<file path="src/rtl/store_commit_drain_pkg.sv">
// Shared constants, types and helpers for the store-queue retire/drain block.
// SIZE_LSQ_LOG must stay >= 3 so the occupancy and stall arithmetic keep their meaning.
package store_commit_drain_pkg;

    localparam int SIZE_LSQ_LOG = 4;
    localparam int SIZE_LSQ     = 1 << SIZE_LSQ_LOG;
    localparam int ADDR_WIDTH   = 32;
    localparam int DATA_WIDTH   = 32;
    localparam int BE_WIDTH     = DATA_WIDTH / 8;
    localparam int DISP_WIDTH   = 4;

    // Ring index (wraps modulo SIZE_LSQ) and occupancy count (0..SIZE_LSQ).
    typedef logic [SIZE_LSQ_LOG-1:0] stq_idx_t;
    typedef logic [SIZE_LSQ_LOG:0]   stq_cnt_t;

    localparam stq_idx_t IDX_ZERO    = {SIZE_LSQ_LOG{1'b0}};
    localparam stq_idx_t IDX_ONE     = {{(SIZE_LSQ_LOG-1){1'b0}}, 1'b1};
    localparam stq_cnt_t CNT_ZERO    = {(SIZE_LSQ_LOG+1){1'b0}};
    localparam stq_cnt_t CNT_ONE     = {{SIZE_LSQ_LOG{1'b0}}, 1'b1};
    // Dispatch must stall once fewer than DISP_WIDTH entries remain free.
    localparam stq_cnt_t STALL_LIMIT = stq_cnt_t'(SIZE_LSQ - DISP_WIDTH);

    // Bit 0 doubles as the D-cache request valid.
    typedef enum logic {
        ST_IDLE = 1'b0,
        ST_SEND = 1'b1
    } drain_state_e;

    // One D-cache write request as captured from the STQ RAM.
    typedef struct packed {
        logic [ADDR_WIDTH-1:0] addr;
        logic [DATA_WIDTH-1:0] data;
        logic [BE_WIDTH-1:0]   byte_en;
    } stq_req_t;

    // A commit can never retire more stores than are still uncommitted.
    function automatic stq_cnt_t clamp_commit(input stq_cnt_t req, input stq_cnt_t avail);
        return (req > avail) ? avail : req;
    endfunction

endpackage

</file>
<file path="src/rtl/store_commit_drain_if.sv">
// STQ RAM read port plus D-cache write port of the drain unit.
// master = drain unit (store_commit_drain), slave = STQ RAM / D-cache side.
interface store_commit_drain_if;
    import store_commit_drain_pkg::*;

    logic [SIZE_LSQ_LOG-1:0] rdIndex_o;
    logic [ADDR_WIDTH-1:0]   rdAddr_i;
    logic [DATA_WIDTH-1:0]   rdData_i;
    logic [BE_WIDTH-1:0]     rdByteEn_i;
    logic                    dcWrValid_o;
    logic [ADDR_WIDTH-1:0]   dcWrAddr_o;
    logic [DATA_WIDTH-1:0]   dcWrData_o;
    logic [BE_WIDTH-1:0]     dcWrByteEn_o;
    logic                    dcWrReady_i;

    modport master (
        output rdIndex_o,
        input  rdAddr_i,
        input  rdData_i,
        input  rdByteEn_i,
        output dcWrValid_o,
        output dcWrAddr_o,
        output dcWrData_o,
        output dcWrByteEn_o,
        input  dcWrReady_i
    );

    modport slave (
        input  rdIndex_o,
        output rdAddr_i,
        output rdData_i,
        output rdByteEn_i,
        input  dcWrValid_o,
        input  dcWrAddr_o,
        input  dcWrData_o,
        input  dcWrByteEn_o,
        output dcWrReady_i
    );

endinterface

</file>
<file path="src/rtl/store_commit_drain_ptr_ctrl.sv">
// STQ pointer bookkeeping: head/tail/occupancy/commit-pending registers,
// flush recovery, dispatch stall and the sticky over-commit error.
module stq_ptr_ctrl
    import store_commit_drain_pkg::*;
(
    input  logic     clk,
    input  logic     reset,
    input  logic     i_alloc_valid,
    input  stq_idx_t i_cnt_st_new,
    input  stq_idx_t i_commit_st,
    input  logic     i_flush,
    input  logic     i_drain,
    output stq_idx_t o_head,
    output stq_idx_t o_tail,
    output stq_cnt_t o_insts,
    output stq_cnt_t o_commit_pend,
    output stq_cnt_t o_commit_pend_next,
    output logic     o_stall,
    output logic     o_commit_err
);

    stq_idx_t r_head;
    stq_idx_t r_tail;
    stq_cnt_t r_insts;
    stq_cnt_t r_commit_pend;
    logic     r_stall;
    logic     r_commit_err;

    stq_cnt_t w_alloc;
    stq_cnt_t w_drn;
    stq_cnt_t w_avail;
    stq_cnt_t w_commit_req;
    stq_cnt_t w_commit;
    logic     w_over;
    stq_cnt_t w_pend_next;
    stq_idx_t w_head_next;
    stq_idx_t w_tail_next;
    stq_cnt_t w_insts_next;

    // Next-state arithmetic; commits are applied before a flush rebuilds the tail.
    always_comb begin
        w_alloc      = i_alloc_valid ? {1'b0, i_cnt_st_new} : CNT_ZERO;
        w_drn        = i_drain ? CNT_ONE : CNT_ZERO;
        w_avail      = r_insts - r_commit_pend;
        w_commit_req = {1'b0, i_commit_st};
        w_over       = (w_commit_req > w_avail);
        w_commit     = clamp_commit(w_commit_req, w_avail);
        w_pend_next  = r_commit_pend + w_commit - w_drn;
        w_head_next  = r_head + (i_drain ? IDX_ONE : IDX_ZERO);
        if (i_flush) begin
            // Only committed stores survive; they sit contiguously from the new head.
            w_tail_next  = w_head_next + w_pend_next[SIZE_LSQ_LOG-1:0];
            w_insts_next = w_pend_next;
        end else begin
            w_tail_next  = r_tail + w_alloc[SIZE_LSQ_LOG-1:0];
            w_insts_next = r_insts + w_alloc - w_drn;
        end
    end

    // Pointer, count, stall and error registers.
    always_ff @(posedge clk or negedge reset) begin
        if (!reset) begin
            r_head        <= IDX_ZERO;
            r_tail        <= IDX_ZERO;
            r_insts       <= CNT_ZERO;
            r_commit_pend <= CNT_ZERO;
            r_stall       <= 1'b0;
            r_commit_err  <= 1'b0;
        end else begin
            r_head        <= w_head_next;
            r_tail        <= w_tail_next;
            r_insts       <= w_insts_next;
            r_commit_pend <= w_pend_next;
            r_stall       <= (w_insts_next > STALL_LIMIT);
            r_commit_err  <= r_commit_err | w_over;
        end
    end

    assign o_head             = r_head;
    assign o_tail             = r_tail;
    assign o_insts            = r_insts;
    assign o_commit_pend      = r_commit_pend;
    assign o_commit_pend_next = w_pend_next;
    assign o_stall            = r_stall;
    assign o_commit_err       = r_commit_err;

endmodule

</file>
<file path="src/rtl/store_commit_drain.sv">
// Retire end of the store queue: counts committed stores and drains them in
// order from the STQ head into the D-cache write port, one per cycle.
// The request register holds a captured entry stable until it is accepted.
module store_commit_drain
    import store_commit_drain_pkg::*;
(
    input  logic                 clk,
    input  logic                 reset,
    input  logic                 allocValid_i,
    input  logic [SIZE_LSQ_LOG-1:0] cntStNew_i,
    input  logic [SIZE_LSQ_LOG-1:0] commitSt_i,
    input  logic                 flush_i,
    output logic [SIZE_LSQ_LOG-1:0] stqHead_o,
    output logic [SIZE_LSQ_LOG-1:0] stqTail_o,
    output logic [SIZE_LSQ_LOG:0]   stqInsts_o,
    output logic                 stallDispatch_o,
    output logic                 commitErr_o,
    store_commit_drain_if.master dc_if
);

    drain_state_e r_state;
    drain_state_e w_state_next;
    stq_req_t     r_req;
    logic         w_capture;
    logic         w_handshake;
    stq_idx_t     w_rd_index;
    stq_idx_t     w_head;
    stq_cnt_t     w_commit_pend;
    stq_cnt_t     w_commit_pend_next;

    assign w_handshake = (r_state == ST_SEND) & dc_if.dcWrReady_i;

    stq_ptr_ctrl u_ptr_ctrl (
        .clk                (clk),
        .reset              (reset),
        .i_alloc_valid      (allocValid_i),
        .i_cnt_st_new       (cntStNew_i),
        .i_commit_st        (commitSt_i),
        .i_flush            (flush_i),
        .i_drain            (w_handshake),
        .o_head             (w_head),
        .o_tail             (stqTail_o),
        .o_insts            (stqInsts_o),
        .o_commit_pend      (w_commit_pend),
        .o_commit_pend_next (w_commit_pend_next),
        .o_stall            (stallDispatch_o),
        .o_commit_err       (commitErr_o)
    );

    // Drain FSM state register.
    always_ff @(posedge clk or negedge reset) begin
        if (!reset) begin
            r_state <= ST_IDLE;
        end else begin
            r_state <= w_state_next;
        end
    end

    // Next state, RAM read index and capture strobe; in SEND the RAM is read
    // one ahead so the next committed entry is ready at the handshake.
    always_comb begin
        w_state_next = r_state;
        w_capture    = 1'b0;
        w_rd_index   = w_head;
        case (r_state)
            ST_IDLE: begin
                w_rd_index = w_head;
                if (w_commit_pend != CNT_ZERO) begin
                    w_capture    = 1'b1;
                    w_state_next = ST_SEND;
                end else begin
                    w_state_next = ST_IDLE;
                end
            end
            ST_SEND: begin
                w_rd_index = w_head + IDX_ONE;
                if (w_handshake) begin
                    if (w_commit_pend_next != CNT_ZERO) begin
                        w_capture    = 1'b1;
                        w_state_next = ST_SEND;
                    end else begin
                        w_state_next = ST_IDLE;
                    end
                end else begin
                    w_state_next = ST_SEND;
                end
            end
            default: begin
                w_state_next = ST_IDLE;
            end
        endcase
    end

    // Request register: loads on capture, otherwise holds the pending request.
    always_ff @(posedge clk or negedge reset) begin
        if (!reset) begin
            r_req <= '{addr: {ADDR_WIDTH{1'b0}}, data: {DATA_WIDTH{1'b0}}, byte_en: {BE_WIDTH{1'b0}}};
        end else if (w_capture) begin
            r_req <= '{addr: dc_if.rdAddr_i, data: dc_if.rdData_i, byte_en: dc_if.rdByteEn_i};
        end else begin
            r_req <= r_req;
        end
    end

    assign stqHead_o          = w_head;
    assign dc_if.rdIndex_o    = w_rd_index;
    assign dc_if.dcWrValid_o  = (r_state == ST_SEND);
    assign dc_if.dcWrAddr_o   = r_req.addr;
    assign dc_if.dcWrData_o   = r_req.data;
    assign dc_if.dcWrByteEn_o = r_req.byte_en;

endmodule

</file>
<file path="src/flat_wrapper.sv">
// flat-port wrapper written by rule: the top's interface ports become plain ports
module store_commit_drain_flat import store_commit_drain_pkg::*;
  (clk, reset, allocValid_i, cntStNew_i, commitSt_i, flush_i, stqHead_o, stqTail_o, stqInsts_o, stallDispatch_o, commitErr_o, dc_if_rdIndex_o, dc_if_rdAddr_i, dc_if_rdData_i, dc_if_rdByteEn_i, dc_if_dcWrValid_o, dc_if_dcWrAddr_o, dc_if_dcWrData_o, dc_if_dcWrByteEn_o, dc_if_dcWrReady_i);
  store_commit_drain_if dc_if_i ();
  input  logic clk;
  input  logic reset;
  input  logic allocValid_i;
  input  logic [SIZE_LSQ_LOG-1:0] cntStNew_i;
  input  logic [SIZE_LSQ_LOG-1:0] commitSt_i;
  input  logic flush_i;
  output logic [SIZE_LSQ_LOG-1:0] stqHead_o;
  output logic [SIZE_LSQ_LOG-1:0] stqTail_o;
  output logic [SIZE_LSQ_LOG:0] stqInsts_o;
  output logic stallDispatch_o;
  output logic commitErr_o;
  output wire logic [$bits(dc_if_i.rdIndex_o)-1:0] dc_if_rdIndex_o;
  input wire logic [$bits(dc_if_i.rdAddr_i)-1:0] dc_if_rdAddr_i;
  input wire logic [$bits(dc_if_i.rdData_i)-1:0] dc_if_rdData_i;
  input wire logic [$bits(dc_if_i.rdByteEn_i)-1:0] dc_if_rdByteEn_i;
  output wire logic [$bits(dc_if_i.dcWrValid_o)-1:0] dc_if_dcWrValid_o;
  output wire logic [$bits(dc_if_i.dcWrAddr_o)-1:0] dc_if_dcWrAddr_o;
  output wire logic [$bits(dc_if_i.dcWrData_o)-1:0] dc_if_dcWrData_o;
  output wire logic [$bits(dc_if_i.dcWrByteEn_o)-1:0] dc_if_dcWrByteEn_o;
  input wire logic [$bits(dc_if_i.dcWrReady_i)-1:0] dc_if_dcWrReady_i;
  assign dc_if_rdIndex_o = dc_if_i.rdIndex_o;
  assign dc_if_i.rdAddr_i = dc_if_rdAddr_i;
  assign dc_if_i.rdData_i = dc_if_rdData_i;
  assign dc_if_i.rdByteEn_i = dc_if_rdByteEn_i;
  assign dc_if_dcWrValid_o = dc_if_i.dcWrValid_o;
  assign dc_if_dcWrAddr_o = dc_if_i.dcWrAddr_o;
  assign dc_if_dcWrData_o = dc_if_i.dcWrData_o;
  assign dc_if_dcWrByteEn_o = dc_if_i.dcWrByteEn_o;
  assign dc_if_i.dcWrReady_i = dc_if_dcWrReady_i;
  store_commit_drain u_core (.clk(clk), .reset(reset), .allocValid_i(allocValid_i), .cntStNew_i(cntStNew_i), .commitSt_i(commitSt_i), .flush_i(flush_i), .stqHead_o(stqHead_o), .stqTail_o(stqTail_o), .stqInsts_o(stqInsts_o), .stallDispatch_o(stallDispatch_o), .commitErr_o(commitErr_o), .dc_if(dc_if_i));
endmodule
</file>
<file path="config.mk">
export PLATFORM = sky130hd
export DESIGN_NAME = store_commit_drain_flat
export DESIGN_NICKNAME = d
export VERILOG_FILES = /design/src/rtl/store_commit_drain_pkg.sv /design/src/rtl/store_commit_drain_if.sv /design/src/rtl/store_commit_drain_ptr_ctrl.sv /design/src/rtl/store_commit_drain.sv /design/src/flat_wrapper.sv
export SDC_FILE = /design/constraint.sdc
export NUM_CORES = 1
export LEC_CHECK = 0
export BUFFER_PORTS_ARGS = -buffer_cell sky130_fd_sc_hd__buf_2
export CAP_MARGIN = 5
export CORE_UTILIZATION = 30
export CTS_CLUSTER_SIZE = 20
export DETAILED_ROUTE_END_ITERATION = 10
export PLACE_DENSITY = 0.61
export SYNTH_ARGS = -nofsm -noshare
export SYNTH_HDL_FRONTEND = slang
export SYNTH_HIERARCHICAL = 1
export SYNTH_SLANG_ARGS = --single-unit
</file>
<file path="constraint.sdc">
create_clock -name clk -period 6.2 [get_ports clk]
set_clock_uncertainty 0.2 [all_clocks]
set_input_delay 0 -clock clk [delete_from_list [all_inputs] [get_ports clk]]
set_output_delay 0 -clock clk [all_outputs]
set_load 0.005 [all_outputs]
</file>
# Word level (Yosys, flattened, before mapping)
# Cells that the tools add are included.
# word_totals
regBits	89
input_bits	81
elab_cells	39
# op_classes
add_sub_neg	9
order_cmp	2
muxes	13
bitwise	3
n_reduce_logical	2
# ops
cell	count
adder 5 bit	2
two-way mux 5 bit	2
nonzero test 5 bit	2
subtractor 5 x 1 -> 5 bit	2
adder 4 bit	2
two-way mux 4 bit	2
one-hot mux 4 bit (2 select lines)	1
two-way mux 1 bit	6
> comparator 4 x 5 -> 1 bit	1
> comparator 5 x 4 -> 1 bit, second input constant	1
subtractor 5 bit	1
adder 4 x 1 -> 4 bit	1
adder 4 x 1 -> 4 bit, second input constant	1
one-hot mux 1 bit (2 select lines)	2
bitwise AND 1 bit	1
NOT 1 bit	1
OR 1 bit	1

# Depth between registers and ports, before layout
# Gate-level depths: netlist of the first run.
# logic_depth
word_depth	9
depth_mapped	24
ltp_nobuf	22

# Modules after synthesis
# Netlist of the first run, hierarchy kept.
# modules_own_cells
mod	instances	cells_each	area_per_inst_um2
store_commit_drain	1	163	2788.9
stq_ptr_ctrl	1	163	1637.8

# Least setup slack after synthesis of the first run
# No wires, ideal clock.
# synth_path
path_kind	flip-flop to flip-flop
startpoint	reg u_core.u_ptr_ctrl.r_insts[0] (netlist: u_core/u_ptr_ctrl/o_insts[0])
endpoint	reg u_core.r_req (netlist bit u_core/dc_if.dcWrAddr_o[0])
setup_ns	0.125
t_arrival_ns	4.355
t_required_ns	5.875
path_slack_ns	1.519
stages_incl_launch_ff	25
path_buffers	2
synth_period_minus_slack_ns	4.681
path_cell_list	dfrtp_1 -> inv_1 -> ha_1 -> inv_1 -> fa_1 -> inv_1 -> ha_1 -> nor2b_1 -> o21ai_0 -> nand2_1 -> o2111ai_2 -> mux2i_1 -> ha_1 -> inv_1 -> ha_1 -> fa_1 -> a21o_1 -> a21oi_1 -> xnor2_1 -> nor2_1 -> nand2_1 -> a21oi_4 -> buf_6 -> buf_12 -> mux2_4
# synth_between
elab_chain_cells	9
# synth_rtl
element	line_no	source
start, declared	store_commit_drain_ptr_ctrl.sv:24	stq_cnt_t r_insts;
start signal, assigned	store_commit_drain_ptr_ctrl.sv:72	r_insts <= w_insts_next;
subtractor 5 bit *	store_commit_drain_ptr_ctrl.sv:44	w_avail = r_insts - r_commit_pend;
> comparator 4 x 5 -> 1 bit	store_commit_drain_pkg.sv:38	return (req > avail) ? avail : req;
two-way mux 5 bit *	store_commit_drain_pkg.sv:38	
adder 5 bit *	store_commit_drain_ptr_ctrl.sv:48	w_pend_next = r_commit_pend + w_commit - w_drn;
subtractor 5 x 1 -> 5 bit *	store_commit_drain_ptr_ctrl.sv:48	
named net u_core.w_commit_pend_next[4]	store_commit_drain.sv:29	stq_cnt_t w_commit_pend_next;
nonzero test 5 bit *	store_commit_drain.sv:78	if (w_commit_pend_next != CNT_ZERO) begin
two-way mux 1 bit *	store_commit_drain.sv:78	
two-way mux 1 bit *	store_commit_drain.sv:77	if (w_handshake) begin
one-hot mux 1 bit (2 select lines) *	store_commit_drain.sv:65	case (r_state)
end signal, assigned	store_commit_drain.sv:97	r_req <= '{addr: {ADDR_WIDTH{1'b0}}, data: {DATA_WIDTH{1'b0}}, byte_en: {BE_WIDTH{1'b0}}};
end signal, assigned	store_commit_drain.sv:99	r_req <= '{addr: dc_if.rdAddr_i, data: dc_if.rdData_i, byte_en: dc_if.rdByteEn_i};
end signal, assigned	store_commit_drain.sv:101	r_req <= r_req;
end, declared	store_commit_drain.sv:23	stq_req_t r_req;
# Mark *: on every way through the listed nets, which the timed path passes. The rest lies on a longest branch.
# A chain may end at the register's enable or synchronous reset.

# Worst setup path in the final report of the first run
# layout_path
startpoint	reg u_core.u_ptr_ctrl.r_insts[0] (netlist: u_core/u_ptr_ctrl/o_insts[0])
endpoint	reg u_core.r_req (netlist bit u_core/dc_if.dcWrData_o[11])
# Same word-level chain as after synthesis.

==> impl.org, run 1 <==
** Routing
- The first routing iteration left 55 violations.
- Total via count in the routed design :: 3365
- Pre-antenna DRT Iters :: 4
- After detailed routing, the number of vias per cell comes to 4.41.
- Routed wirelength normalized by instance count :: 14.5 microns
- Total DRC errors in the routed layout :: 0
- The final layout contains routed wiring with a total length of 11100 microns.
- The detail route stage leaves a number of antenna-violating nets equal to 0.

** Yosys
- Main combinational cell family by area after synthesis :: multiplexers
- The portion of synthesized area spent on multiplexers is 21.4%.
- For this run, the register share of the synthesized area comes to 50.3%.
- After synthesis, the most frequently instantiated cells are sky130_fd_sc_hd__dfrtp_1, sky130_fd_sc_hd__mux2_2, sky130_fd_sc_hd__inv_1, sky130_fd_sc_hd__ha_1, sky130_fd_sc_hd__mux2_4.
- Dividing the synthesized area by the synthesized cell count gives 13.6 sq um.
- Synthesis inferred 89 register bits.
- By instance count, the leading cell after synthesis is sky130_fd_sc_hd__dfrtp_1.
- After synthesis, the cell types taking the most area are sky130_fd_sc_hd__dfrtp_1, sky130_fd_sc_hd__mux2_2, sky130_fd_sc_hd__ha_1, sky130_fd_sc_hd__mux2_4, sky130_fd_sc_hd__inv_1.
- Summing the areas of all and, or, nand and nor instances in the mapped netlist gives 2.63% of the synthesized area.
- Post-synthesis share of cell area spent on full adders, half adders and majority gates :: 11.6%
- Synthesis handed over a netlist of 326 instances.
- Yosys mapped the design onto 30 distinct sky130hd cell types.
- XOR/XNOR share of the synthesized area :: 4.55%
- The number of nets in the synthesized netlist is 445.
- Post-Syn Area :: 4430 sq um
- Largest area contributor in the netlist :: sky130_fd_sc_hd__dfrtp_1
- Of the post-synthesis cell area, the dominant cell type holds 50.3%.
- Synthesis Warnings :: 6
- In the synthesized netlist the async set-or-reset flop fraction comes to 100%.
- Most used DFF post-synth :: sky130_fd_sc_hd__dfrtp_1
- Post-synth EDFFs :: 0
- Synth Area in Compound Gates :: 4.21%

** CTS
- Max clock buf depth :: 2
- Buffer count from post-CTS setup fixing :: 0
- Clock latency on the worst-skew pair, taken at its later pin, is 0.34 ns.
- Clock tree from TritonCTS :: yes
- CTS placed an instance of sky130_fd_sc_hd__clkbuf_16 at the clock tree root.
- For this design, the sink count on the clock tree is 89.
- After clock tree synthesis, the clock-pin slew on the worst setup and hold paths is 0.07 ns.
- Once the clock tree was built, the resizer swapped 0 gates to a different size.
- In this run the number of H-tree levels came out at 3.
- Clock tree synthesis inserted a total of 9 buffers.

** Global routing
- Total global routing overflow :: 0
- Wire length of the first global-routing pass :: 17500 microns
- Initial antenna violation count :: 0
- In the global route stage, overall resource usage came out at 15.2%.
- The number of global-route vias before repair is 3651.
- Entering global routing, the biggest net connects 60 pins.

** Worst setup path
- In this run the worst path has a maximum fanout of 59.
- Critical path class :: flop to flop
- Startpoint type of the worst setup path :: flop
- Required time worst endpoint :: 6.22 ns
- Arrival time at the worst endpoint :: 5.45 ns
- Type of destination of the critical path :: flop

** Die
- The floorplan step set the die height to 123 microns.
- The die covers 15200 sq um.
- The initialized floorplan defines 44 standard-cell rows.
- Std-Cell Core Area :: 14500 sq um
- The floorplan step set the die width to 123 microns.
- Pin placement for this block handled 169 I/O pins.
- Starting density of the core :: 30.6%

** STA
- Min Clock Period, post-route :: 5.43 ns
- Final max-slew violation count :: 0
- Final hold violation count :: 0
- For the final routed database, the setup TNS stands at 0 ns.
- For the pin with the worst max-slew slack, the measured transition is 0.731 ns.
- Unrepaired setup endpoints after global routing :: no
- The worst path uses 87.5% of the clock period.
- Setup violations remaining at the end of the flow were counted as 0.
- Headroom to the max-slew limit came out at 51.2%.
- Timing would allow up to 0.184 GHz.

** Layout
- Compared with the post-synthesis result, the final layout area differs by 47.2%.
- Proportion of layout cells with a drive suffix above 1 :: 45.9%
- Final-stage net count :: 693
- Core utilization of the finished layout :: 45.0%
- The filler cells instantiated in the layout total 1322.
- The number of antenna diodes in the final layout is 0.
- Post-route cell area :: 6520 sq um
- Final cell count without fillers :: 763

** Flow run
- MaxCap Viol Count :: 0

** Power
- In this run the power density over the cells is 673 nW/um^2.
- Leakage power summed over all cells :: 0.00326 uW
- IR analysis of the VDD net gives a maximum drop of 0.295 mV.
- The completed layout was analyzed and its total power is 4390 uW.

** Place
- Summing all placed instances gives a cell area of 5440 sq um.
- Weighted congestion reported at the end of routability-driven placement :: 0.782
- Number of port buffers :: 168
- Once placement completed, the tool counted placed cells totaling 671.
- Detailed placement finished with a half-perimeter wire length of 7730 microns.

** Outcome
- Run status :: finished clean

** Hold path
- Classification of the worst-slack hold path :: primary input to flop
## critical path: stages (launching register included)
cell and delay [ns]:
sky130_fd_sc_hd__dfrtp_1 0.41, sky130_fd_sc_hd__inv_1 0.07, sky130_fd_sc_hd__ha_1 0.14, sky130_fd_sc_hd__inv_1 0.06
sky130_fd_sc_hd__fa_1 0.50, sky130_fd_sc_hd__inv_1 0.05, sky130_fd_sc_hd__ha_1 0.29, sky130_fd_sc_hd__nor2b_1 0.12
sky130_fd_sc_hd__o21ai_0 0.08, sky130_fd_sc_hd__nand2_1 0.09, sky130_fd_sc_hd__o2111ai_2 0.21, sky130_fd_sc_hd__mux2i_1 0.18
sky130_fd_sc_hd__ha_1 0.29, sky130_fd_sc_hd__inv_1 0.04, sky130_fd_sc_hd__ha_1 0.19, sky130_fd_sc_hd__fa_1 0.40
sky130_fd_sc_hd__a21o_1 0.17, sky130_fd_sc_hd__a21oi_1 0.17, sky130_fd_sc_hd__xnor2_1 0.14, sky130_fd_sc_hd__nor2_1 0.14
sky130_fd_sc_hd__nand2_1 0.11, sky130_fd_sc_hd__a21oi_4 0.47, sky130_fd_sc_hd__buf_12 0.38, sky130_fd_sc_hd__mux2_2 0.39
## placed cells by master, fill, tap and decap left out, types with 6 or more instances in the layout
master                          netlist  layout
sky130_fd_sc_hd__mux2_4              20      20
sky130_fd_sc_hd__nor2_1               6       6
sky130_fd_sc_hd__xor2_1               8       8
sky130_fd_sc_hd__dfrtp_1             89      89
sky130_fd_sc_hd__mux2_2              53      53
sky130_fd_sc_hd__inv_1               38      38
sky130_fd_sc_hd__a21oi_1             10      10
sky130_fd_sc_hd__buf_2                0     167
sky130_fd_sc_hd__clkbuf_16            0       9
sky130_fd_sc_hd__dlygate4sd3_1        0      75
sky130_fd_sc_hd__ha_1                33      33
sky130_fd_sc_hd__nand2_1             10      10
sky130_fd_sc_hd__xnor2_1             15      15
sky130_fd_sc_hd__a21o_1               7       7
## sequential cells by signal, summed over array words and instances (netlist names)
signal	flops
u_core/dc_if.dcWrValid_o	1
u_core/dc_if.dcWrData_o	32
u_core/u_ptr_ctrl/o_head	4
u_core/u_ptr_ctrl/o_tail	4
u_core/dc_if.dcWrAddr_o	32
u_core/dc_if.dcWrByteEn_o	4
u_core/u_ptr_ctrl/o_stall	1
u_core/u_ptr_ctrl/o_commit_err	1
u_core/u_ptr_ctrl/o_insts	5
u_core/u_ptr_ctrl/o_commit_pend	5
## through the flow
step	setup slack (ns)	hold WS, ns
2_1_floorplan	1.52	-0.496
3_3_place_gp	0.939	-0.237
3_5_place_dp	0.761	-0.230
4_1_cts	0.761	0.0327
5_1_grt	0.416	0.0499
6_report	0.773	0.0371
## routing by layer
layer	wire length, microns	share of wire (%)	vias up	GRT usage, %
met1	4560	41	1641	17.4
met4	219	2.0	0	7.00
met3	653	5.9	18	4.29
met2	5640	51	110	26.0
li1	-	-	1596	-
met5	0	0	-	0
## report_power, final
group	internal (uW)	switching (uW)	total, uW
Sequential	917	189	1110
Clock	328	236	564
Combinational	1370	1350	2720
## final timing paths
path / from / slack [ns] / cells past startpoint / to
worst min-delay path: dc_if_dcWrReady_i / 0.04 / 3 / u_core/dc_if.dcWrValid_o
max in group asynchronous: reset / 4.54 / 4 / u_core/dc_if.dcWrData_o[9]
worst max-delay path: u_core/u_ptr_ctrl/o_insts[0] / 0.77 / 23 / u_core/dc_if.dcWrData_o[11]
min in group asynchronous: reset / 0.53 / 4 / u_core/dc_if.dcWrAddr_o[0]
worst min register to register: u_core/u_ptr_ctrl/o_commit_err / 0.27 / 1 / u_core/u_ptr_ctrl/o_commit_err
worst max register to register: u_core/u_ptr_ctrl/o_insts[0] / 0.77 / 23 / u_core/dc_if.dcWrData_o[11]
## layout make-up
cell class / instances / area, sq um / area share, %
flip-flops and latches: 89 / 2230 / 34.2
repair buffers: 246 / 1640 / 25.2
well taps: 184 / 230 / 3.53
inverters: 38 / 143 / 2.19
multi-input cells: 190 / 1960 / 30.1
clock inverters: 6 / 71.3 / 1.09
clock buffers: 10 / 239 / 3.67
## kinds of logic after synthesis
logic type,after synthesis
DFF,89
muxes,78
buffers and inverters,47
adders and majority gates,38
AOI/OAI and AO/OA,27
and+or+nand+nor,24
xor gates and xnor gates,23
## repair_timing
item | CTS | global route
hold buffers | 76 | 0
endpoints found under the hold margin | 109 | 0
endpoints found under the setup margin | 0 | 0
No activity file was read; power rests on OpenSTA's default activity.
==> run 2: changes to the inputs <==
--- a/config.mk
+++ b/config.mk
@@ -10,7 +10,6 @@
 export CORE_UTILIZATION = 30
 export CTS_CLUSTER_SIZE = 20
 export DETAILED_ROUTE_END_ITERATION = 10
-export PLACE_DENSITY = 0.61
 export SYNTH_ARGS = -nofsm -noshare
 export SYNTH_HDL_FRONTEND = slang
 export SYNTH_HIERARCHICAL = 1
==> run 2 against run 1 <==
  * Non-clock buffer count decreased by 3
  * Maximum frequency decreased by 1.5%
  * Final cell count decreased by 0.66%
  * Critical endpoint is now u_core/dc_if.dcWrAddr_o[21]
  * Routed wire length decreased by 1.8%
  * Utilization decreased by 0.36 points
  * Via count decreased by 0.48%
  * First-iteration DRC count increased by 49%
  * Largest cell class unchanged
  * Global-route usage decreased by 0.76 points
==> impl.org, run 2 (synthesized netlist as in run 1, its figures left out) <==
** Outcome
- The flow ran to the end, and the final reports show no timing, DRC or antenna violations.

** Worst setup path
- The required time of the worst setup path is 6.22 ns (about the same).
- Among all stages on the critical path, the largest delay is contributed by sky130_fd_sc_hd__fa_1.
- Critical path buffers and inverters :: 5 (unchanged)
- Arrival time at the worst endpoint :: 5.53 ns (+0.08 ns)
- Critical path class :: flop to flop
- Max incr delay on CP :: 0.50 ns (about the same)
- Gate family responsible for the most delay along the worst path :: adder cells
- STA classifies the critical path endpoint as a flop.
- Startpoint type of the worst setup path :: flop
- Largest driver fanout on the critical path :: 54 (-8.5%)
- Cells along the critical path :: inv_1, ha_1, inv_1, fa_1, inv_1, ha_1, nor2b_1, o21ai_0, nand2_1, o2111ai_2, mux2i_1, ha_1, inv_1, ha_1, fa_1, a21o_1, a21oi_1, xnor2_1, nor2_1, nand2_1, a21oi_4, buf_12, mux2_2

** Routing
- Routed length on met1 :: 4600 microns (+0.85%)
- Top layer in use :: met4
- Drt first-iter violations :: 82 (+49%)
- The met2 wire length came to 5440 microns (-3.6%).
- Total via count in the routed design :: 3349 (-0.48%)
- The total DRC errors in the routed layout is 0 (unchanged).
- Met3 routed WL :: 703 microns (+7.7%)
- Routed wirelength normalized by instance count :: 14.3 microns (-1.2%)
- Via-per-instance ratio :: 4.42 (+0.18%)
- Total routed wirelength :: 10900 microns (-1.8%)
- The number of nets still failing antenna checks after routing was 0 (unchanged).
- Pre-antenna DRT Iters :: 4 (unchanged)

** STA
- Final setup violation count :: 0 (unchanged)
- The time the final worst path needs with I/O delays and setup came to 5.51 ns (+0.0817 ns).
- The relative slew slack is 26.0% (-25 points).
- The transition time of the tightest slew-check pin was 1.11 ns (+0.379 ns).
- The final number of hold-violating endpoints came to 0 (unchanged).
- The achievable clock frequency was 0.182 GHz (-1.5%).
- The final max-slew violation count was 0 (unchanged).
- The final hold slack is 0.0328 ns (-0.00426 ns).
- The fraction of the cycle the final worst path needs was 88.9% (+1.3 points).
- Unrepaired setup endpoints after global routing :: no
- The setup TNS after final layout came to 0 ns (unchanged).

** CTS
- Clock buffers created by TritonCTS :: 9 (unchanged)
- The number of buffers added for setup after CTS was 0 (unchanged).
- The clock transition time at the flip-flop clock pins of the worst setup and hold paths was 0.06 ns (about the same).
- Clock network latency to the later pin of the worst-skew pair :: 0.34 ns (about the same)
- Clk sink count :: 89 (unchanged)
- The number of buffers between clock root and the deepest sink came to 2 (unchanged).
- TritonCTS built the clock tree.
- CTS root buf :: sky130_fd_sc_hd__clkbuf_16
- The level count of the clock H-tree is 3 (unchanged).

** Layout
- From synthesis to final layout, the design area changed by 46.0%.
- The final design utilization is 44.6% (-0.36 points).
- The antenna cell count came to 0 (unchanged).
- Most common library cell in the layout ignoring fill and taps :: sky130_fd_sc_hd__buf_2
- Final cell count without fillers :: 758 (-0.66%)
- The final-stage net count came to 690 (-0.43%).
- The fraction of final layout cells sized beyond drive strength 1 is 45.5% (-0.47 points).
- Most frequent cells in the layout :: sky130_fd_sc_hd__buf_2, sky130_fd_sc_hd__dfrtp_1, sky130_fd_sc_hd__dlygate4sd3_1

** Die
- The count of pins on the block boundary was 169 (unchanged).
- The die area came to 15200 sq um (unchanged).
- Horiz. Die Dim :: 123 microns (unchanged)
- Floorplan die height :: 123 microns (unchanged)
- The number of rows in the core area was 44 (unchanged).
- Std-Cell Core Area :: 14500 sq um (unchanged)
- Starting density of the core :: 30.6% (unchanged)

** Power
- The internal power component was 2630 uW (+0.40%).
- The fraction of power spent switching nets is 39.9% (-0.55 points).
- The register share of total power is 25.2% (about the same).
- The switching component of the power was 1740 uW (-1.9%).
- The combinational share of power was 62.3% (+0.3 points).
- Max rail drop VDD :: 0.424 mV (+44%)
- Pwr/cell area :: 675 nW/um^2 (+0.29%)
- Leakage power summed over all cells :: 0.00324 uW (-0.61%)
- The clock network power share came to 12.5% (-0.3 points).

** Hold path
- In this run the worst hold path is classified as primary input to flop.

** Place
- Instance count after placement with tap cells included :: 670 (-0.15%)
- The number of buffers inserted by port buffering came to 168 (unchanged).
- Placed wire-length estimate after detailed placement :: 7360 microns (-4.8%)
- The global placement routability congestion was 0.798 (+2.0%).

** Global routing
- Largest net degree at the start of global routing :: 90 (+50%)
- Total global routing overflow :: 0 (unchanged)
- Initial antenna violation count :: 0 (unchanged)
- Wire length of the first global-routing pass :: 16700 microns (-4.6%)
- Global-route usage over all layers :: 14.4% (-0.76 points)
- The number of global-route vias before repair is 3575 (-2.1%).

** Flow run
- The max-cap check violation count came to 0 (unchanged).
[run 2: cell types whose count changed in the layout (fill, tap and decap cells not counted)]
cell                            change
sky130_fd_sc_hd__clkbuf_1           +1
sky130_fd_sc_hd__clkinv_4           +1
sky130_fd_sc_hd__buf_12             -1
sky130_fd_sc_hd__dlygate4sd3_1      -1
sky130_fd_sc_hd__buf_4              -1
sky130_fd_sc_hd__clkbuf_8           +1
sky130_fd_sc_hd__inv_6              -3
sky130_fd_sc_hd__clkinvlp_4         -2
[run 2: per-layer routing]
| layer | GRT usage, % | vias up |
|---|---|---|
| li1 | - | 1585 |
| met1 | 17.0 | 1639 |
| met2 | 24.2 | 110 |
| met3 | 5.72 | 15 |
| met4 | 4.07 | 0 |
| met5 | 0 | - |
[run 2: layout make-up]
| class | instances | area [sq um] |
|---|---|---|
| Fill cell | 1339 | 8020 |
| Sequential cell | 89 | 2230 |
| Multi-Input combinational cell | 190 | 1960 |
| Timing Repair Buffer | 243 | 1600 |
| Clock buffer | 12 | 256 |
| Tap cell | 184 | 230 |
| Inverter | 38 | 143 |
| Clock inverter | 2 | 38.8 |
[run 2: timing repair]
action / CTS / global route
hold buffers: 74 / 0
endpoints found under the setup margin: 0 / 0
resized for setup: 0 / 0
hold endpoints to repair: 167 / 0
[run 2: worst paths after layout]
kind / start / endpoint / slack (ns) / cells past startpoint
max in group asynchronous: reset / u_core/dc_if.dcWrAddr_o[3] / 4.88 / 2
hold / removal: dc_if_dcWrReady_i / u_core/dc_if.dcWrValid_o / 0.03 / 3
hold reg to reg: u_core/u_ptr_ctrl/o_commit_err / u_core/u_ptr_ctrl/o_commit_err / 0.27 / 1
min in group asynchronous: reset / u_core/dc_if.dcWrAddr_o[29] / 0.22 / 2
setup reg to reg: u_core/u_ptr_ctrl/o_insts[0] / u_core/dc_if.dcWrAddr_o[21] / 0.69 / 23
setup / recovery: u_core/u_ptr_ctrl/o_insts[0] / u_core/dc_if.dcWrAddr_o[21] / 0.69 / 23
[run 2: power groups by stage]
| stage | logic, uW | registers (uW) | clock network (uW) |
|---|---|---|---|
| 2_1_floorplan | 1940 | 1110 | 0 |
| 3_3_place_gp | 2610 | 1090 | 0 |
| 3_5_place_dp | 2690 | 1100 | 0 |
| 4_1_cts | 2750 | 1100 | 566 |
| 5_1_grt | 3040 | 1140 | 588 |
| 6_report | 2720 | 1100 | 547 |
[run 2: per-stage QoR]
step	setup WS (ns)	power [uW]	cell area, sq um
floorplan	1.52	3050	4430
global placement	0.932	3700	5430
detailed placement	0.670	3800	5430
CTS	0.652	4410	6460
global route	0.358	4770	6460
finish	0.691	4370	6460
[run 2: worst reg2reg max path: cells and delay by family, from the launching register on]
kind / cells / cell delay, ns
mux: 2 / 0.64
fa+ha+maj: 6 / 1.83
buf+inv: 5 / 0.57
simple gates: 4 / 0.50
compound gates: 5 / 1.14
flops: 1 / 0.39
xor+xnor: 1 / 0.13
==> run 3: changes to the inputs <==
--- a/config.mk
+++ b/config.mk
@@ -7,9 +7,11 @@
 export LEC_CHECK = 0
 export BUFFER_PORTS_ARGS = -buffer_cell sky130_fd_sc_hd__buf_2
 export CAP_MARGIN = 5
-export CORE_UTILIZATION = 30
+export CORE_MARGIN = 4
+export CORE_UTILIZATION = 49
 export CTS_CLUSTER_SIZE = 20
 export DETAILED_ROUTE_END_ITERATION = 10
+export PLACE_DENSITY = 0.8
 export SYNTH_ARGS = -nofsm -noshare
 export SYNTH_HDL_FRONTEND = slang
 export SYNTH_HIERARCHICAL = 1
==> constraint.sdc (replaced) <==
create_clock -name clk -period 6.2 [get_ports clk]
set_clock_uncertainty 0.2 [all_clocks]
set_input_delay 0.93 -clock clk [delete_from_list [all_inputs] [get_ports clk]]
set_output_delay 0.93 -clock clk [all_outputs]
set_load 0.005 [all_outputs]
==> run 3 against run 2 <==
  * Final cell count shrank 20%
  * Clock-buffer cell count shrank 2
  * Maximum frequency grew 7.5%
  * Critical path type unchanged
  * Largest power group unchanged
  * First-iteration DRC count shrank 43%
==> impl.org, run 3 (synthesized netlist as in run 1, its figures left out) <==
** Routing
- The via-per-instance ratio was 4.95 (+12%).
- The wire length after detailed routing came to 9620 microns (-12%).
- The number of vias after detailed routing was 3019 (-9.9%).
- The number of nets still failing antenna checks after routing is 0 (unchanged).
- The wire length per cell after detailed routing came to 15.8 microns (+9.9%).
- The first-pass iteration count of the detailed router came to 4 (unchanged).
- Drt first-iter violations :: 47 (-43%)
- The total DRC errors in the routed layout came to 0 (unchanged).

** CTS
- The cell sitting at the root of the clock tree is a sky130_fd_sc_hd__clkbuf_8.
- The level count of the clock H-tree was 3 (unchanged).
- Number of buffers inserted for hold repair after clock tree synthesis :: 0 (-100%)
- Clock slew at reported path FFs :: 0.09 ns (+0.03 ns)
- The number of buffers added for setup after CTS was 0 (unchanged).
- Clock tree from TritonCTS :: yes
- Clk sink count :: 89 (unchanged)
- Post-cts repair resize count :: 0 (unchanged)
- The number of buffers created by CTS is 9 (unchanged).
- The clock network latency to the later pin of the worst-skew pair came to 0.35 ns (about the same).
- Max clock buf depth :: 2 (unchanged)

** Flow run
- MaxCap Viol Count :: 0 (unchanged)

** Power
- Max rail drop VDD :: 0.388 mV (-8.6%)
- Pwr/cell area :: 756 nW/um^2 (+12%)
- Final Total Pwr :: 4190 uW (-4.1%)
- The leakage power came to 0.00288 uW (-11%).

** Worst setup path
- The worst setup path is launched from a flop.
- Largest driver fanout on the critical path :: 68 (+26%)
- The required time of the worst setup path came to 6.23 ns (about the same).
- The arrival time at the worst endpoint came to 5.16 ns (-0.37 ns).
- STA classifies the critical path endpoint as a flop.
- The critical path is of the flop to flop type.

** Layout
- Multi-input gate area in the final layout :: 1960 sq um (unchanged)
- Most frequent cells in the layout :: sky130_fd_sc_hd__buf_2, sky130_fd_sc_hd__dfrtp_1, sky130_fd_sc_hd__mux2_2
- The flip-flop and latch area is 2230 sq um (unchanged).
- The final design utilization was 63.1% (+19 points).
- The layout filler cell count came to 711 (-47%).
- The area growth from synthesis to layout is 25.0%.
- Antenna Diode Count :: 0 (unchanged)
- Final-stage net count :: 616 (-11%)
- The fraction of final layout cells sized beyond drive strength 1 came to 52.4% (+6.9 points).
- Leaving out fill and tap cells, the most frequent cell in the layout is sky130_fd_sc_hd__buf_2.

** STA
- Final setup violation count :: 0 (unchanged)
- Final max-slew violation count :: 0 (unchanged)
- Worst setup slack after layout :: 1.07 ns (+0.383 ns)
- The transition time of the tightest slew-check pin came to 1.10 ns (-0.0150 ns).
- Setup repair after global routing left no endpoint under its margin.
- Min Clock Period, post-route :: 5.13 ns (-0.383 ns)
- The achievable clock frequency was 0.195 GHz (+7.5%).
- Final hold violation count :: 0 (unchanged)
- Worst hold margin :: 0.265 ns (+0.232 ns)
- Post-Route Setup TNS :: 0 ns (unchanged)
- Crit share post-route :: 82.7% (-6.2 points)
- The relative slew slack is 27.0% (+1.0 points).

** Place
- Worst slack after detailed placement :: 1.12 ns (+0.446 ns)
- Number of port buffers :: 168 (unchanged)
- The global placement routability congestion came to 0.821 (+2.9%).
- Placed wire-length estimate after detailed placement :: 7410 microns (+0.78%)

** Die
- The die area was 10600 sq um (-30%).
- Num ports :: 169 (unchanged)
- The effective utilization at floorplan is 50.5% (+20 points).
- Horiz. Die Dim :: 103 microns (-17%)
- Floorplan die height :: 103 microns (-17%)
- The number of rows in the core area was 34 (-23%).
- The area of the core came to 8760 sq um (-39%).

** Hold path
- In this run the worst hold path is classified as flop to flop.

** Global routing
- The initial antenna violation count was 0 (unchanged).
- The global-route wire length before repair was 15400 microns (-8.1%).
- Total global routing overflow :: 0 (unchanged)
- Largest net degree at the start of global routing :: 90 (unchanged)
- Number of global-route vias before repair :: 3308 (-7.5%)
- Global-route usage over all layers :: 18.2% (+3.8 points)

** Outcome
- The flow ran to the end, and the final reports show no timing, DRC or antenna violations.
## run 3: worst max-delay path: stages, from the launching register on
cell and delay, ns:
sky130_fd_sc_hd__dfrtp_1 0.41, sky130_fd_sc_hd__inv_1 0.07, sky130_fd_sc_hd__ha_1 0.13, sky130_fd_sc_hd__inv_1 0.05
sky130_fd_sc_hd__fa_1 0.49, sky130_fd_sc_hd__inv_1 0.04, sky130_fd_sc_hd__ha_1 0.28, sky130_fd_sc_hd__nor2b_1 0.14
sky130_fd_sc_hd__o21ai_0 0.09, sky130_fd_sc_hd__nand2_1 0.09, sky130_fd_sc_hd__o2111ai_2 0.22, sky130_fd_sc_hd__mux2i_1 0.18
sky130_fd_sc_hd__ha_1 0.28, sky130_fd_sc_hd__inv_1 0.04, sky130_fd_sc_hd__ha_1 0.20, sky130_fd_sc_hd__fa_1 0.40
sky130_fd_sc_hd__a21o_1 0.17, sky130_fd_sc_hd__a21oi_1 0.18, sky130_fd_sc_hd__xnor2_1 0.13, sky130_fd_sc_hd__nor2_1 0.15
sky130_fd_sc_hd__nand2_1 0.11, sky130_fd_sc_hd__a21oi_4 0.18, sky130_fd_sc_hd__buf_12 0.35, sky130_fd_sc_hd__mux2_2 0.38
## run 3: final timing paths
check                                          startpoint                              to  slack (ns)  depth (start not counted)
setup / recovery             u_core/u_ptr_ctrl/o_insts[0]     u_core/dc_if.dcWrData_o[11]        1.07                         23
max in group asynchronous                           reset     u_core/dc_if.dcWrData_o[11]        4.52                          1
min in group asynchronous                           reset     u_core/dc_if.dcWrAddr_o[21]        0.59                          1
hold reg to reg            u_core/u_ptr_ctrl/o_commit_err  u_core/u_ptr_ctrl/o_commit_err        0.27                          1
hold / removal             u_core/u_ptr_ctrl/o_commit_err  u_core/u_ptr_ctrl/o_commit_err        0.27                          1
setup reg to reg             u_core/u_ptr_ctrl/o_insts[0]     u_core/dc_if.dcWrData_o[11]        1.07                         23
## run 3: cell type report
class | instances | share of cell area (%)
Sequential cell | 89 | 40.2
Multi-Input combinational cell | 190 | 35.5
Timing Repair Buffer | 169 | 15.6
Inverter | 38 | 2.58
Tap cell | 108 | 2.44
Clock buffer | 10 | 2.31
Clock inverter | 6 | 1.33
## run 3: through the flow
stage	instance area, sq um	std cells
floorplan	4430	326
global placement	5330	594
detailed placement	5330	594
CTS	5530	610
global route	5530	610
finish	5530	610
## run 3: metal layers
metal | share of wire (%) | track usage, % | up-vias
li1 | - | - | 1438
met1 | 41 | 22.6 | 1496
met2 | 52 | 31.9 | 80
met3 | 6.2 | 5.01 | 5
met4 | 0.76 | 3.59 | 0
met5 | 0 | 0 | -
## run 3: power by group
part           switching, uW  total [uW]  internal (uW)  leakage, uW
Combinational           1340        2690           1340      0.00175
Clock                    219         411            192    0.0000954
Sequential               175        1090            914      0.00103
Total                   1740        4190           2450      0.00288
